==> config.mk <==
export PLATFORM = sky130hd
export DESIGN_NAME = spi_slave_if
export DESIGN_NICKNAME = d
export VERILOG_FILES = /design/src/rtl/spi_slave_if.sv
export SDC_FILE = /design/constraint.sdc
export NUM_CORES = 1
export LEC_CHECK = 0
export ABC_AREA = 1
export CORE_MARGIN = 2
export CORE_UTILIZATION = 47
export DETAILED_ROUTE_END_ITERATION = 8
export DONT_BUFFER_PORTS = 1
export SLEW_MARGIN = 40
export SYNTH_ARGS = -nofsm -noshare
export SYNTH_HDL_FRONTEND = slang
export SYNTH_SLANG_ARGS = --single-unit
==> constraint.sdc <==
create_clock -name clk -period 1.3 [get_ports clk]
set_input_delay 0.325 -clock clk [delete_from_list [all_inputs] [get_ports clk]]
set_output_delay 0.325 -clock clk [all_outputs]
set_load 0.03 [all_outputs]
==> src/rtl/spi_slave_if.sv <==
// SPI slave front-end for the single-port memory command interface.
// Deserialises one 10-bit command word per SS_n low period (MSB first),
// strobes it out on rx_data/rx_valid, and for read-data commands returns
// the memory's tx_data on MISO, MSB first. clk doubles as the SPI bit clock.
module spi_slave_if #(
  parameter int WORD_W = 10,
  parameter int DATA_W = 8
) (
  input  logic              clk,
  input  logic              rst_n,
  input  logic              SS_n,
  input  logic              MOSI,
  input  logic [DATA_W-1:0] tx_data,
  input  logic              tx_valid,
  output logic              MISO,
  output logic [WORD_W-1:0] rx_data,
  output logic              rx_valid
);

  localparam int CNT_W = $clog2(((WORD_W > DATA_W) ? WORD_W : DATA_W) + 1);
  // Nine payload-side bits follow the command MSB; their counter runs 0..WORD_W-2.
  localparam logic [CNT_W-1:0] LAST_IN_BIT = CNT_W'(WORD_W - 2);
  localparam logic [CNT_W-1:0] TX_BITS     = CNT_W'(DATA_W);

  typedef enum logic [2:0] {
    IDLE,
    CHK_CMD,
    WRITE,
    READ_ADD,
    READ_DATA
  } state_e;

  // Progress inside a transaction once the command bit has been decoded.
  typedef enum logic [1:0] {
    PH_SHIFT_IN,   // collecting word bits 8..0
    PH_WAIT_TX,    // read-data word done, waiting for tx_valid
    PH_SHIFT_OUT,  // driving read data on MISO
    PH_DONE        // nothing more to do until SS_n rises
  } phase_e;

  state_e             state_q, state_d;
  phase_e             phase_q;
  logic [CNT_W-1:0]   bit_cnt_q;
  logic [WORD_W-2:0]  word_q;       // bits 9..1 of the word being assembled
  logic [WORD_W-1:0]  rx_data_q;
  logic               rx_valid_q;
  logic               rd_addr_seen_q;
  logic [DATA_W-1:0]  tx_shift_q;
  logic               miso_q;

  logic in_shift_state;
  logic cmd_capture;
  logic shift_in_en;
  logic word_done;
  logic tx_capture;
  logic tx_shifting;

  // State register.
  always_ff @(posedge clk or negedge rst_n) begin
    if (!rst_n) begin
      state_q <= IDLE;
    end else begin
      // NOTE: every clocked assignment is non-blocking so all registers update
      // from the same pre-edge values, independent of statement order.
      state_q <= state_d;
    end
  end

  // Next-state decode; SS_n high always returns to IDLE.
  always_comb begin
    // NOTE: defaulting every comb output first keeps unlisted paths from
    // holding their old value, which would otherwise infer a latch.
    state_d = state_q;
    unique case (state_q)
      IDLE:    if (!SS_n) state_d = CHK_CMD;
      CHK_CMD: begin
        if (SS_n)                 state_d = IDLE;
        else if (!MOSI)           state_d = WRITE;
        else if (!rd_addr_seen_q) state_d = READ_ADD;
        else                      state_d = READ_DATA;
      end
      WRITE, READ_ADD, READ_DATA: if (SS_n) state_d = IDLE;
      default: state_d = IDLE;
    endcase
  end

  // Control strobes derived from state, phase and the sampled pins.
  always_comb begin
    in_shift_state = (state_q == WRITE) || (state_q == READ_ADD) || (state_q == READ_DATA);
    cmd_capture    = (state_q == CHK_CMD) && !SS_n;
    shift_in_en    = in_shift_state && (phase_q == PH_SHIFT_IN) && !SS_n;
    word_done      = shift_in_en && (bit_cnt_q == LAST_IN_BIT);
    // The rx_valid cycle itself is skipped so tx_valid is first looked at
    // one cycle after the strobe; a level still high from a prior read is
    // accepted there.
    tx_capture     = (state_q == READ_DATA) && (phase_q == PH_WAIT_TX) &&
                     tx_valid && !rx_valid_q && !SS_n;
    tx_shifting    = (state_q == READ_DATA) && (phase_q == PH_SHIFT_OUT) && !SS_n;
  end

  // Datapath: word assembly, rx strobe, rd_addr_seen tracking, MISO shifter.
  always_ff @(posedge clk or negedge rst_n) begin
    if (!rst_n) begin
      phase_q        <= PH_SHIFT_IN;
      bit_cnt_q      <= '0;
      word_q         <= '0;
      rx_data_q      <= '0;
      rx_valid_q     <= 1'b0;
      rd_addr_seen_q <= 1'b0;
      tx_shift_q     <= '0;
      miso_q         <= 1'b0;
    end else begin
      rx_valid_q <= 1'b0;
      miso_q     <= 1'b0;
      if (SS_n) begin
        // Idle or abort: the partial word is simply never published.
        bit_cnt_q <= '0;
        phase_q   <= PH_SHIFT_IN;
      end else begin
        if (cmd_capture) begin
          word_q    <= {word_q[WORD_W-3:0], MOSI};
          bit_cnt_q <= '0;
          phase_q   <= PH_SHIFT_IN;
        end
        if (shift_in_en) begin
          if (word_done) begin
            rx_data_q  <= {word_q, MOSI};
            rx_valid_q <= 1'b1;
            bit_cnt_q  <= '0;
            phase_q    <= (state_q == READ_DATA) ? PH_WAIT_TX : PH_DONE;
            if (state_q == READ_ADD)  rd_addr_seen_q <= 1'b1;
            if (state_q == READ_DATA) rd_addr_seen_q <= 1'b0;
          end else begin
            word_q    <= {word_q[WORD_W-3:0], MOSI};
            bit_cnt_q <= bit_cnt_q + 1'b1;
          end
        end
        if (tx_capture) begin
          // MSB goes out immediately; the rest waits in the shifter.
          miso_q     <= tx_data[DATA_W-1];
          tx_shift_q <= {tx_data[DATA_W-2:0], 1'b0};
          bit_cnt_q  <= CNT_W'(1);
          phase_q    <= PH_SHIFT_OUT;
        end
        if (tx_shifting) begin
          if (bit_cnt_q == TX_BITS) begin
            phase_q <= PH_DONE;
          end else begin
            miso_q     <= tx_shift_q[DATA_W-1];
            tx_shift_q <= {tx_shift_q[DATA_W-2:0], 1'b0};
            bit_cnt_q  <= bit_cnt_q + 1'b1;
          end
        end
      end
    end
  end

  assign MISO     = miso_q;
  assign rx_data  = rx_data_q;
  assign rx_valid = rx_valid_q;

endmodule

* Word level (Yosys, flattened, before mapping)
Index checks and enable logic that the tools add are counted.
** Storage, ports and cells
- Input bits :: 13
- Memories :: 0
- Output and inout bits :: 12
- Memory bits (read-only) :: 0
- Word-level logic and storage cells :: 77
- Memory bits (writable) :: 0
- Bits in latches :: 0
- Bits in registers :: 39
** Operators by class
- Shifts and indexed selects :: 0
- Reduce and logical (&&, ||, !) cells :: 21
- Multiplexer cells :: 36
- Multipliers :: 0
- $lt $le $gt $ge :: 0
- Equality and inequality tests :: 9
- Add/sub/neg operators :: 1
- Divide/modulo/power cells :: 0
- Bitwise operators :: 1
** Operator list (number)
- two-way mux 4 bit :: 7
- two-way mux 9 bit :: 3
- two-way mux 8 bit :: 3
- two-way mux 2 bit :: 8
- two-way mux 3 bit :: 5
- logical AND 1 bit :: 10
- two-way mux 1 bit :: 9
- one-hot mux 3 bit (3 select lines) :: 1
- == test 3 x 2 -> 1 bit, second input constant :: 2
- adder 4 x 1 -> 4 bit, second input constant :: 1
- == test 4 bit, second input constant :: 1
- inequality test 2 bit, second input constant :: 2
- AND reduction 4 bit :: 1
- == test 3 x 1 -> 1 bit, second input constant :: 1
- == test 3 bit, second input constant :: 1
- logical NOT 3 bit :: 1
- AND reduction 3 bit :: 1
- OR reduction 3 bit :: 1
- == test 2 x 1 -> 1 bit, second input constant :: 1
- == test 2 bit, second input constant :: 1
- logical NOT 1 bit :: 2
- logical NOT 2 bit :: 1
- logical OR 1 bit :: 2
- AND reduction 2 bit :: 1
- other kinds (2) :: 2

* Depth between registers and ports, before layout
Gate-level depths: netlist of run 1.
- Depth after elaboration :: 12
- Gate-level depth with buffers :: 10
- Depth with buffers taken out :: 10

* Worst setup path before layout of run 1
OpenSTA, ideal clock, no wires.
- Kind :: register -> register
- From :: reg bit_cnt_q[0]
- To :: reg rx_data_q[2] (netlist: rx_data[2])
- Arrival :: 1267 ps
- Stages on the path, launching flop included :: 9
- Library setup time :: 117 ps
- Path slack :: -83 ps
- Path through :: dfrtp_1 -> inv_1 -> ha_1 -> nand3b_4 -> inv_1 -> nand3_4 -> buf_2 -> nand2_1 -> nand2_1
** Between the ends
- Longest elaborated chain between the ends :: 3
** RTL lines
- start: declaration :: RTL line 43 : logic [CNT_W-1:0] bit_cnt_q;
- start signal: assignment :: RTL line 135 : bit_cnt_q <= bit_cnt_q + 1'b1;
- start signal: assignment :: RTL line 151 : bit_cnt_q <= bit_cnt_q + 1'b1;
- == test 4 bit :: RTL line 92 : word_done = shift_in_en && (bit_cnt_q == LAST_IN_BIT);
- logical AND 1 bit :: RTL line 92
- AND reduction 3 bit (no line)
- end signal: assignment :: RTL line 127 : rx_data_q <= {word_q, MOSI};
- end: declaration :: RTL line 45 : logic [WORD_W-1:0] rx_data_q;
No other way between the ends.
A chain may end at the register's enable or synchronous reset.

* Final worst setup path of run 1
- From :: reg state_q[1]
- To :: reg bit_cnt_q[3]
** Between the ends
- Longest elaborated chain between the ends :: 12
** RTL lines
- start: declaration :: RTL line 41 : state_e state_q, state_d;
- start signal: assignment :: RTL line 65 : state_q <= state_d;
- == test 3 x 2 -> 1 bit :: RTL line 89 : in_shift_state = (state_q == WRITE) || (state_q == READ_ADD) || (state_q == READ_DATA);
- logical OR 1 bit (2 in series) :: RTL line 89
- logical AND 1 bit (2 in series) :: RTL line 91 : shift_in_en = in_shift_state && (phase_q == PH_SHIFT_IN) && !SS_n;
- logical AND 1 bit :: RTL line 92
- two-way mux 4 bit :: RTL line 126 : if (word_done) begin
- two-way mux 4 bit :: RTL line 125 : if (shift_in_en) begin
- two-way mux 4 bit :: RTL line 138 : if (tx_capture) begin
- two-way mux 4 bit :: RTL line 146 : if (bit_cnt_q == TX_BITS) begin
- two-way mux 4 bit (*) :: RTL line 145 : if (tx_shifting) begin
- two-way mux 4 bit (*) :: RTL line 115 : if (SS_n) begin
Every way passes the cells marked *; elsewhere a longest branch is shown, timed or not.

==> run summary, run 1 <==
DRC viols: 0
Switch share: 0.3653
First-pass GRT wire length: 7155 um
Reg2Reg Setup Slack: -0.13 ns
Rel. slew slack: 0.7734
Register clock-pin slew on the reported worst setup and hold paths: 0.08 ns
Routed len/inst: 14.12 um
Clock power frac: 0.222
Drt total wl: 4421 um
Post-Synthesis Cells: 222
Crit path launch: state_q[1]
Final Max Slew Viols: 0
Vias in the first global route: 1557
FF-to-FF End: bit_cnt_q[3]
Clk_skew: 0.007567 ns
Critical Path Sink Type: register
Dominant cells by area after synthesis: dfrtp_1 (50%), nand2_1 (13%), nand3_1 (6.1%)
Worst Setup EP: bit_cnt_q[3]
Post-synthesis cell area: 1957 um2
Reg2Reg Launch Point: state_q[1]
Register bit count reported by yosys: 39
Critical path type: register to register
Placed cell area: 2175 um2
Yosys cell types: 29
Most frequent cells after synthesis: nand2_1 (66), dfrtp_1 (39), inv_1 (24), nand3_1 (24), o21ai_1 (13)
Area of the core: 4000 um2
Post-route minimum period: 1.434 ns
Via Count: 1590
R2R depth: 9
Dpl hpwl: 2845 um
Pint: 2.252 mW
GP Congestion: 0.8558
Synth Area per Inst: 8.815 um2
Most common cell in the netlist: nand2_1
Later-pin clock latency in the skew report: 0.29 ns
Endpoints failing setup: 31
Grt ovf: 0
Post-Syn Nets: 237
WP data required: 1.48 ns
Static leakage: 1.352 nW
Hold Crit Class: input pin to register
Site Rows: 23
Least-Margin Pin Slew: 0.3399 ns
Nets: 277
Worst VDD drop: 0.001198 V
Max Buffers Root-to-Sink: 2
Post-DRT Antenna Nets: 0
Largest net degree at the start of global routing: 40
Total track usage: 0.2103
Fmax: 0.6973 GHz
Pwr Total: 3.548 mW
Die span in y: 68.53 um
Logic gate share of total power: 0.252
Pwr/cell area: 1393 nW/um2
Total CTS buffers: 5
Tcrit/Tclk final: 1.103
CTS H-tree lvls: 2
Final Instance Area: 2546 um2
EDFF count, synth: 0
Sequential fraction of the synthesis area: 0.4987
CTS root buffer: clkbuf_8
Max-cap violations: 0
CP max FO: 6
Area leader, netlist: dfrtp_1
Synthesis-to-layout area growth: 30.11%
Post-layout util: 0.6365
Dpl ws: -0.1161 ns
Final hold vios: 0
Starting Density: 0.4892
Yosys top cell area share: 0.4987
RSZ-0062 raised after global routing: true
CTS Sinks: 39
Failing checks: setup timing
Full die area: 4696 um2
Critical Path AT: 1.62 ns
Reg power frac: 0.526
Drt via density: 5.080
Startpoint Class: register
PnR worst setup slack: -0.1341 ns
Synth async-reset ratio: 1.000
Run status: finished with violations
Synthesis Warnings: 0
Detailed Route Iter0 Violations: 54
1st-pass router iterations: 6
Sw Pwr: 1.296 mW
Synth Flop Type: dfrtp_1
Port bufs: 0
Die span in x: 68.53 um
Diode count: 0
TritonCTS clock tree: built
I/O Pins: 25
Layout cells sized above 1: 0.4183
Initial antenna violation count: 0
timing repair:
item                                    in CTS  in global routing
buffers inserted                             4                  5
hold endpoints to repair                    39                  0
pin swaps                                   12                 12
gates resized for setup                     26                 27
endpoints found under the setup margin      27                 35
hold buffers                                 2                  0
cloned                                       2                  0
power by group through the flow:
| stage | combinational (mW) | sequential [mW] | clock [mW] |
|---|---|---|---|
| 2_1_floorplan | 0.539 | 1.83 | 0 |
| 3_3_place_gp | 0.688 | 1.87 | 0 |
| 3_5_place_dp | 0.712 | 1.88 | 0 |
| 4_1_cts | 0.806 | 1.86 | 0.812 |
| 5_1_grt | 1.01 | 1.90 | 0.845 |
| 6_report | 0.894 | 1.87 | 0.788 |
routing by layer:
| layer | GRT usage | share of wire | up-vias |
|---|---|---|---|
| li1 | - | - | 780 |
| met4 | 0.08750 | 0.022 | 0 |
| met3 | 0.04221 | 0.037 | 9 |
| met1 | 0.2749 | 0.44 | 765 |
| met5 | 0 | 0 | - |
| met2 | 0.3413 | 0.50 | 36 |
how the worst min path moves through the flow:
stage / startpoint / endpoint / slack [ns] / depth (start not counted)
final: SS_n / bit_cnt_q[0] / 0.07 / 1
after global routing: SS_n / bit_cnt_q[0] / 0.07 / 1
after CTS: SS_n / bit_cnt_q[0] / 0.07 / 1
after detailed placement: rst_n / state_q[1] / 0.03 / 0
after global placement: rst_n / state_q[0] / 0.03 / 0
after floorplan: rst_n / MISO / 0.03 / 0
per-stage QoR:
stage / hold slack (ns) / TNS [ns] / instances
final: 0.07291 / -1.595 / 313
after global routing: 0.06995 / -4.145 / 313
after CTS: 0.06648 / -1.530 / 308
after detailed placement: 0.03111 / -1.816 / 292
after global placement: 0.03051 / -0.2959 / 292
after floorplan: 0.02941 / -0.08615 / 222
critical path, stage by stage, from the launching register on:
cell	delay, ns
dfrtp_1	0.41
buf_4	0.14
nor2_2	0.15
nand2_2	0.17
nand2_1	0.10
nand2_1	0.07
nand3_2	0.08
nand2_1	0.07
nand2_1	0.09
inv_1	0.05
layout make-up:
cell class / instances / area, um2
clock buffer: 7 / 76.32
clock inverter: 1 / 5.005
fill: 325 / 1454
inverter: 30 / 122.6
multi-input combinational: 147 / 959.7
sequential: 39 / 977.2
tap: 50 / 62.56
timing repair buffer: 38 / 339.1
timing repair inverter: 1 / 3.754
registers in the layout, indices dropped and copies added (netlist names):
| name | cells |
|---|---|
| word_q | 9 |
| rd_addr_seen_q | 1 |
| MISO | 1 |
| rx_data | 10 |
| state_q | 3 |
| phase_q | 2 |
| bit_cnt_q | 4 |
| tx_shift_q | 8 |
| rx_valid | 1 |
cell families after synthesis:
group	after synthesis	share of synthesized area
flip-flops	39	0.4987
AND/OR/NAND/NOR	114	0.2999
adder cells (fa/ha/maj)	2	0.01279
buffers and inverters	36	0.08888
XOR/XNOR	2	0.008953
AO/OA/AOI/OAI	29	0.09079
cell usage in the layout (no fill, tap or decap), types with 5 or more instances in the layout:
cell,n
buf_6,7
nand2_1,47
nand2_4,6
nand3_1,21
nand2_2,20
buf_4,28
o21ai_1,13
inv_1,20
a21oi_2,6
dfrtp_1,38
clkbuf_8,5
inv_2,8
(Power assumes the default switching activity.)
==> inputs of run 2 (changes only) <==
Settings changed: ABC_AREA 1 to 0, CORE_UTILIZATION 47 to 56, PLACE_DENSITY set to 0.74.
==> run 2 against run 1 <==
The run still ends with setup timing left. Final cell count shrank 18%. First-iteration DRC count is 20% higher. Critical path depth shrank 4. Non-clock buffer count rose by 6. Clock skew up 0.0091 ns. Power down 18%. Clock power decreased by 25%. Routed wire length increased by 12%. Design area up 1.6%.
==> run summary, run 2 <==
Tcrit/Tclk final: 1.378 (was 1.103)
Yosys cell types: 50 (was 29)
TritonCTS clock tree: built (unchanged)
Startpoint Class: register (unchanged)
Static leakage: 1.246 nW (was 1.352 nW)
Cts-stage hold buffer count: 2 (unchanged)
Sw Pwr: 0.8503 mW (was 1.296 mW)
Fmax: 0.5581 GHz (was 0.6973 GHz)
RSZ-0062 raised after global routing: true (unchanged)
CP Buf/Inv Count: 1 (was 2)
Drt total wl: 4964 um (was 4421 um)
Register clock-pin slew on the reported worst setup and hold paths: 0.12 ns (was 0.08 ns)
Final hold vios: 0 (unchanged)
Post-layout util: 0.7754 (was 0.6365)
Pwr Total: 2.900 mW (was 3.548 mW)
Later-pin clock latency in the skew report: 0.35 ns (was 0.29 ns)
Post-Synthesis Cells: 168 (was 222)
Clock power frac: 0.204 (was 0.222)
Logic gate share of total power: 0.263 (was 0.252)
Failing checks: setup timing (unchanged)
Critical Path Sink Type: register (unchanged)
Yosys top cell area share: 0.4978 (was 0.4987)
Diode count: 0 (unchanged)
Nets: 225 (was 277)
Placed cell area: 2243 um2 (was 2175 um2)
CP max FO: 7 (was 6)
I/O Pins: 25 (unchanged)
Max Buffers Root-to-Sink: 2 (unchanged)
Register bit count reported by yosys: 39 (unchanged)
Most common cell after layout, fill and taps aside: dfrtp_1 (was nand2_1)
Critical Path AT: 2.08 ns (was 1.62 ns)
# fillers: 209 (was 325)
EDFF count, synth: 0 (unchanged)
CP delay by family, top: simple AND/OR/NAND/NOR gates (unchanged)
Area leader, netlist: dfrtp_1 (unchanged)
Max reg flops: 10 (unchanged)
Commonest cells after routing, fill and taps aside: dfrtp_1 (35), buf_4 (31), mux2_4 (12) (was nand2_1 (47), dfrtp_1 (38), buf_4 (28))
Total CTS buffers: 5 (unchanged)
Post-DRT Antenna Nets: 0 (unchanged)
CP cell instances: or4b_4 -> nor3_4 -> buf_4 -> a22o_1 -> a21o_1 (was buf_4 -> nor2_2 -> nand2_2 -> nand2_1 -> nand2_1 -> nand3_2 -> nand2_1 -> nand2_1 -> inv_1)
Detailed Route Iter0 Violations: 65 (was 54)
Pwr/cell area: 1121 nW/um2 (was 1393 nW/um2)
Slowest stage delay, CP: 0.55 ns (was 0.41 ns)
Dominant cells by area after synthesis: dfrtp_1 (50%), mux2_2 (6.9%), mux2i_1 (4.6%) (was dfrtp_1 (50%), nand2_1 (13%), nand3_1 (6.1%))
Largest net degree at the start of global routing: 40 (unchanged)
Final Instance Area: 2587 um2 (was 2546 um2)
Synth async-reset ratio: 1.000 (unchanged)
Synthesis Warnings: 0 (unchanged)
Critical path type: register to register (unchanged)
CTS H-tree lvls: 2 (unchanged)
Max-cap violations: 0 (unchanged)
Starting Density: 0.5876 (was 0.4892)
Initial antenna violation count: 0 (unchanged)
Worst VDD drop: 0.001064 V (was 0.001198 V)
Reg power frac: 0.533 (was 0.526)
Crit-path slowest cell: or4b_4 (was dfrtp_1)
GP Congestion: 0.8958 (was 0.8558)
Sequential fraction of the synthesis area: 0.4978 (was 0.4987)
Most common cell in the netlist: dfrtp_1 (was nand2_1)
Vias in the first global route: 1732 (was 1557)
CTS root buffer: clkbuf_4 (was clkbuf_8)
Rel. slew slack: 0.6410 (was 0.7734)
Synth Flop Type: dfrtp_1 (unchanged)
Full die area: 3990 um2 (was 4696 um2)
Pint: 2.049 mW (was 2.252 mW)
DRC viols: 0 (unchanged)
Routed len/inst: 19.32 um (was 14.12 um)
Grt ovf: 0 (unchanged)
Die span in x: 63.17 um (was 68.53 um)
WP data required: 1.58 ns (was 1.48 ns)
Via Count: 1551 (was 1590)
Synth Area per Inst: 11.67 um2 (was 8.815 um2)
Port bufs: 0 (unchanged)
Hold Slack: 0.005388 ns (was 0.07291 ns)
Synthesis-to-layout area growth: 31.97% (was 30.11%)
First-pass GRT wire length: 8673 um (was 7155 um)
Hold Crit Class: input pin to register (unchanged)
Site Rows: 21 (was 23)
Area of the core: 3337 um2 (was 4000 um2)
1st-pass router iterations: 4 (was 6)
Least-Margin Pin Slew: 0.5344 ns (was 0.3399 ns)
Dpl hpwl: 3002 um (was 2845 um)
Post-Syn Nets: 183 (was 237)
CTS Sinks: 39 (unchanged)
Run status: finished with violations (unchanged)
Total track usage: 0.2849 (was 0.2103)
Most frequent cells after synthesis: dfrtp_1 (39), nand2_1 (15), mux2_2 (12) (was nand2_1 (66), dfrtp_1 (39), inv_1 (24), nand3_1 (24), o21ai_1 (13))
Layout cells sized above 1: 0.4787 (was 0.4183)
Die span in y: 63.17 um (was 68.53 um)
Clk_skew: 0.01672 ns (was 0.007567 ns)
Drt via density: 6.035 (was 5.080)
Dpl ws: -0.4713 ns (was -0.1161 ns)
Post-route minimum period: 1.792 ns (was 1.434 ns)
Final Max Slew Viols: 0 (unchanged)
Switch share: 0.2932 (was 0.3653)
Endpoints failing setup: 37 (was 31)
PnR worst setup slack: -0.4919 ns (was -0.1341 ns)
Post-synthesis cell area: 1961 um2 (was 1957 um2)
run 2: changes by cell type after synthesis, moves of 5 or more:
cell | previous run | this run
o21ai_0 | 3 | 9
nand3_1 | 24 | 0
inv_1 | 24 | 6
inv_2 | 5 | 0
o21ai_1 | 13 | 0
mux2i_1 | 0 | 9
a22o_1 | 0 | 9
a21o_1 | 0 | 7
mux2_2 | 0 | 12
nand2_1 | 66 | 15
nand2_2 | 5 | 0
run 2: logic make-up (layout without fill, tap and decap cells):
| group | count (synthesis) | in the layout | share of synthesized area |
|---|---|---|---|
| flops | 39 | 39 | 0.4978 |
| compound gates | 47 | 47 | 0.1812 |
| simple gates | 44 | 44 | 0.1487 |
| mux | 21 | 21 | 0.1149 |
| buf+inv | 15 | 58 | 0.04466 |
| fa+ha+maj | 2 | 2 | 0.01276 |
run 2: power groups by stage:
| stage | logic [mW] | clock network [mW] | registers [mW] |
|---|---|---|---|
| detailed placement | 0.469 | 0 | 1.53 |
| global placement | 0.446 | 0 | 1.51 |
| CTS | 0.764 | 0.592 | 1.52 |
| finish | 0.762 | 0.593 | 1.54 |
| global route | 0.818 | 0.663 | 1.56 |
| floorplan | 0.359 | 0 | 1.49 |
run 2: path summary, 6_finish.rpt:
kind / start / endpoint / slack [ns] / cells past startpoint
setup reg to reg: state_q[1] / tx_shift_q[7] / -0.49 / 5
hold / removal: SS_n / state_q[2] / 0.005 / 1
setup / recovery: state_q[1] / tx_shift_q[7] / -0.49 / 5
hold reg to reg: tx_shift_q[5] / tx_shift_q[5] / 0.49 / 1
max in group asynchronous: rst_n / bit_cnt_q[1] / 0.68 / 2
min in group asynchronous: rst_n / bit_cnt_q[3] / 0.40 / 2
run 2: timing repair:
action / in CTS / in global routing
gates cloned: 2 / 0
buffers inserted: 8 / 0
resized for setup: 35 / 23
setup endpoints to repair: 37 / 39
pin swaps: 15 / 12
endpoints found under the hold margin: 39 / 4
run 2: final cells by class:
cell class,instances,area (um2),share of cell area
clock inverter,1,5.005,0.001934
timing repair buffer,44,411.6,0.1591
inverter,6,22.52,0.008704
sequential,39,980.9,0.3791
clock buffer,7,45.04,0.01741
multi-input combinational,114,1065,0.4115
tap,46,57.56,0.02224
run 2: metrics by stage:
stage / instances / TNS [ns]
global placement: 240 / -12.91
detailed placement: 240 / -14.41
global route: 257 / -16.76
CTS: 260 / -14.86
finish: 257 / -15.38
floorplan: 168 / -11.22
run 2: routing by layer:
| layer | GRT usage | vias to the layer above | part of all wire |
|---|---|---|---|
| met5 | 0 | - | 0 |
| met4 | 0.09783 | 0 | 0.016 |
| met3 | 0.07857 | 9 | 0.054 |
| met2 | 0.5106 | 48 | 0.55 |
| met1 | 0.3270 | 777 | 0.38 |
| li1 | - | 717 | - |
==> edit 1 (config.mk and constraints of run 2) <==
Encoding of `state_e`: now one-hot (5 bits for 5 states).
--- a/src/rtl/spi_slave_if.sv
+++ b/src/rtl/spi_slave_if.sv
@@ -22,12 +22,12 @@
   localparam logic [CNT_W-1:0] LAST_IN_BIT = CNT_W'(WORD_W - 2);
   localparam logic [CNT_W-1:0] TX_BITS     = CNT_W'(DATA_W);
 
-  typedef enum logic [2:0] {
-    IDLE,
-    CHK_CMD,
-    WRITE,
-    READ_ADD,
-    READ_DATA
+  typedef enum logic [4:0] {
+    IDLE      = 5'b00001,
+    CHK_CMD   = 5'b00010,
+    WRITE     = 5'b00100,
+    READ_ADD  = 5'b01000,
+    READ_DATA = 5'b10000
   } state_e;
 
   // Progress inside a transaction once the command bit has been decoded.
Function: same outputs for any inputs over 10 cycles, from zero or initial values and one cycle with rst_n low; not proved beyond that.
==> edit 1 against run 2 <==
The run still ends with setup timing left. Power up 1.9%. Sequential cell count up 2. Clock skew down 11 ps. Combinational power up 5.6%. Wire length up 20%. Setup slack worse by 170 ps. Area after synthesis up 4.6%. Sequential share of layout area down 1.1 points. Critical path depth unchanged. Largest cell class unchanged. Die area up 4.3%. Final area up 7.8%.
==> edit 1: results <==
set metrics [dict create \
    dp.cells 232 \
    finClkSkew_ps 5.704 \
    clkCellAreaFrac_pct 2.019 \
    slew-limit-headroom_pct 72.03 \
    seq_area_mm2 0.001027 \
    synthTopCellsByCount "40 x dfrtp_1, 11 x mux2_2, 9 x mux2_1" \
    grt_pass1_vias 1718 \
    p_leak_nw 1.316 \
    drt-initial-drc-count 130 \
    regToRegSetupSlack_ps -660 \
    min_to "phase_q[1]" \
    nFillCells 167 \
    grt_pass1_wl_um 8073 \
    hold_slack_ps 19.47 \
    ys_seq_area_share_pct 50.09 \
    pg_comb_w 0.000805 \
    setup_viol 40 \
    comb.multi_input.count 110 \
    area_delta_synth_final_pct 36.00 \
    power_switching_w 0.0009293 \
    post_dp_cell_area_mm2 0.002316 \
    inverters_excl_clock 5 \
    wl_per_cell_um 23.65 \
    crit_path_top_delay_cell "dfrtp_1" \
    cpPeakStageDelay_ps 450 \
    tns_ps -21580 \
    post_cts_buffers 7 \
    violations "setup timing" \
    endpoint "rx_data[4]" \
    nFlopsAndLatches 41 \
    ir_worst_vdd_mv 0.8801 \
    yosysUniqueCellTypes 52 \
    cp_max_fo 6 \
    nClkBuffers 6 \
    stdcell_count 252 \
    grt_max_degree 42 \
    avgSynthCellArea_um2 12.58 \
    grt_use_total_pct 25.58 \
    status "finished with violations" \
    setup_slack_ps -663.2 \
    r2r_start "state_q[2]" \
    nonClkBufAreaFrac_pct 14.27 \
]
==> edit 1: changes by cell type in the layout (fill, tap and decap cells not counted), sizes merged, moves of 3 or more <==
cell | run 2 | this run
nor4b | 0 | 5
nor2 | 4 | 8
mux2 | 12 | 20
nand2 | 15 | 2
a31o | 0 | 3
o21ai | 11 | 1
buf | 43 | 40
a21oi | 3 | 6
mux2i | 9 | 0
==> edit 1: metal layers <==
layer / up-vias / GRT usage [%] / part of all wire, %
met5: - / 0 / 0
met4: 0 / 10.11 / 2.9
met3: 17 / 6.944 / 5.7
met2: 68 / 44.53 / 52
met1: 848 / 30.06 / 40
li1: 701 / - / -
==> edit 1: cell families after synthesis <==
logic type      Yosys count  share of synthesized area (%)
buf+inv                  13                          4.026
compound gates           39                          16.35
flops                    41                          50.09
fa+ha+maj                 2                          1.220
mux                      20                          10.98
simple gates             47                          16.90
xor+xnor                  1                         0.4272
==> edit 2 (config.mk and constraints of run 2) <==
Without the edit above. Set the parameter `WORD_W` to 5 (it was 10).
--- a/src/rtl/spi_slave_if.sv
+++ b/src/rtl/spi_slave_if.sv
@@ -3,7 +3,7 @@
 // strobes it out on rx_data/rx_valid, and for read-data commands returns
 // the memory's tx_data on MISO, MSB first. clk doubles as the SPI bit clock.
 module spi_slave_if #(
-  parameter int WORD_W = 10,
+  parameter int WORD_W = 5,
   parameter int DATA_W = 8
 ) (
   input  logic              clk,
Ports: changed (resized rx_data); port bits go from 25 to 20. The function was not compared with the original's and may differ.
==> edit 2 against run 2 <==
Count of clock-buffer cells in the layout unchanged. Setup slack better by 130 ps. Clock power up 10%. Critical path type unchanged. Final area down 15%. Area after synthesis down 25%. Sequential cell count down 10. Wire length down 13%. The flow still finishes with violations (setup timing). Power down 24%. Final cell count down 15%.
==> edit 2: results <==
set metrics [dict create \
    status "finished with violations" \
    violations "setup timing" \
    slew-limit-headroom_pct 74.18 \
    setup_slack_ps -360.6 \
    routed_wl_um 4342 \
    use_met3_pct 10.22 \
    placementRows 18 \
    dp_slack_ps -302.7 \
    setup_viol 28 \
    grt_pass1_vias 1343 \
    vias 1358 \
    dp_hpwl_um 2614 \
    powerClk_w 0.000654 \
    sh_seq_area_pct 33.07 \
    routabilityCongestion 0.8591 \
    ys_seq_area_share_pct 49.45 \
    synth_nets 158 \
    drive_gt1_share_pct 57.14 \
    finClkSkew_ps 14.79 \
    clkPwrFrac_pct 29.6 \
    clkCellAreaFrac_pct 3.176 \
    grt_pass1_wl_um 6334 \
    multi_input_area_um2 963.4 \
    min_to "phase_q[0]" \
    cp_max_fo 3 \
    via_per_inst 6.201 \
    hold_slack_ps 34.10 \
    post_dp_cell_area_mm2 0.001765 \
    p_leak_nw 0.9915 \
    use_met2_pct 53.97 \
    cpPeakStageDelay_ps 420 \
    comb.multi_input.count 102 \
    crit_arrival_ps 1890 \
    dp.cells 199 \
    largest_reg_flops 8 \
    multi_input_area_share_pct 43.68 \
]
[edit 2: changes by cell type in the layout (fill, tap and decap cells not counted), moves of 3 or more]
cell / delta
a22o_1: -8
nand2_1: +3
o21ai_1: -5
inv_2: -3
dfrtp_1: -9
a31oi_1: +5
o22ai_2: +4
nor2_4: +3
a2bb2oi_2: +4
mux2i_1: -8
a22oi_2: +4
inv_1: +3
mux2_4: -8
a21o_1: -6
[edit 2: cell families (layout without fill, tap and decap cells)]
kind of cell | Yosys count | after routing | share of synthesized area (%)
DFF | 29 | 29 | 49.45
buffers and inverters | 12 | 58 | 3.666
and+or+nand+nor | 54 | 54 | 21.14
xor gates and xnor gates | 1 | 1 | 0.5969
muxes | 4 | 4 | 3.069
AOI/OAI and AO/OA | 41 | 41 | 20.38
adders and majority gates | 2 | 2 | 1.705
[edit 2: routing by layer]
layer | up-vias | share of wire [%]
met5 | - | 0
met4 | 0 | 2.9
met3 | 13 | 5.8
met2 | 53 | 53
met1 | 668 | 38
li1 | 624 | -
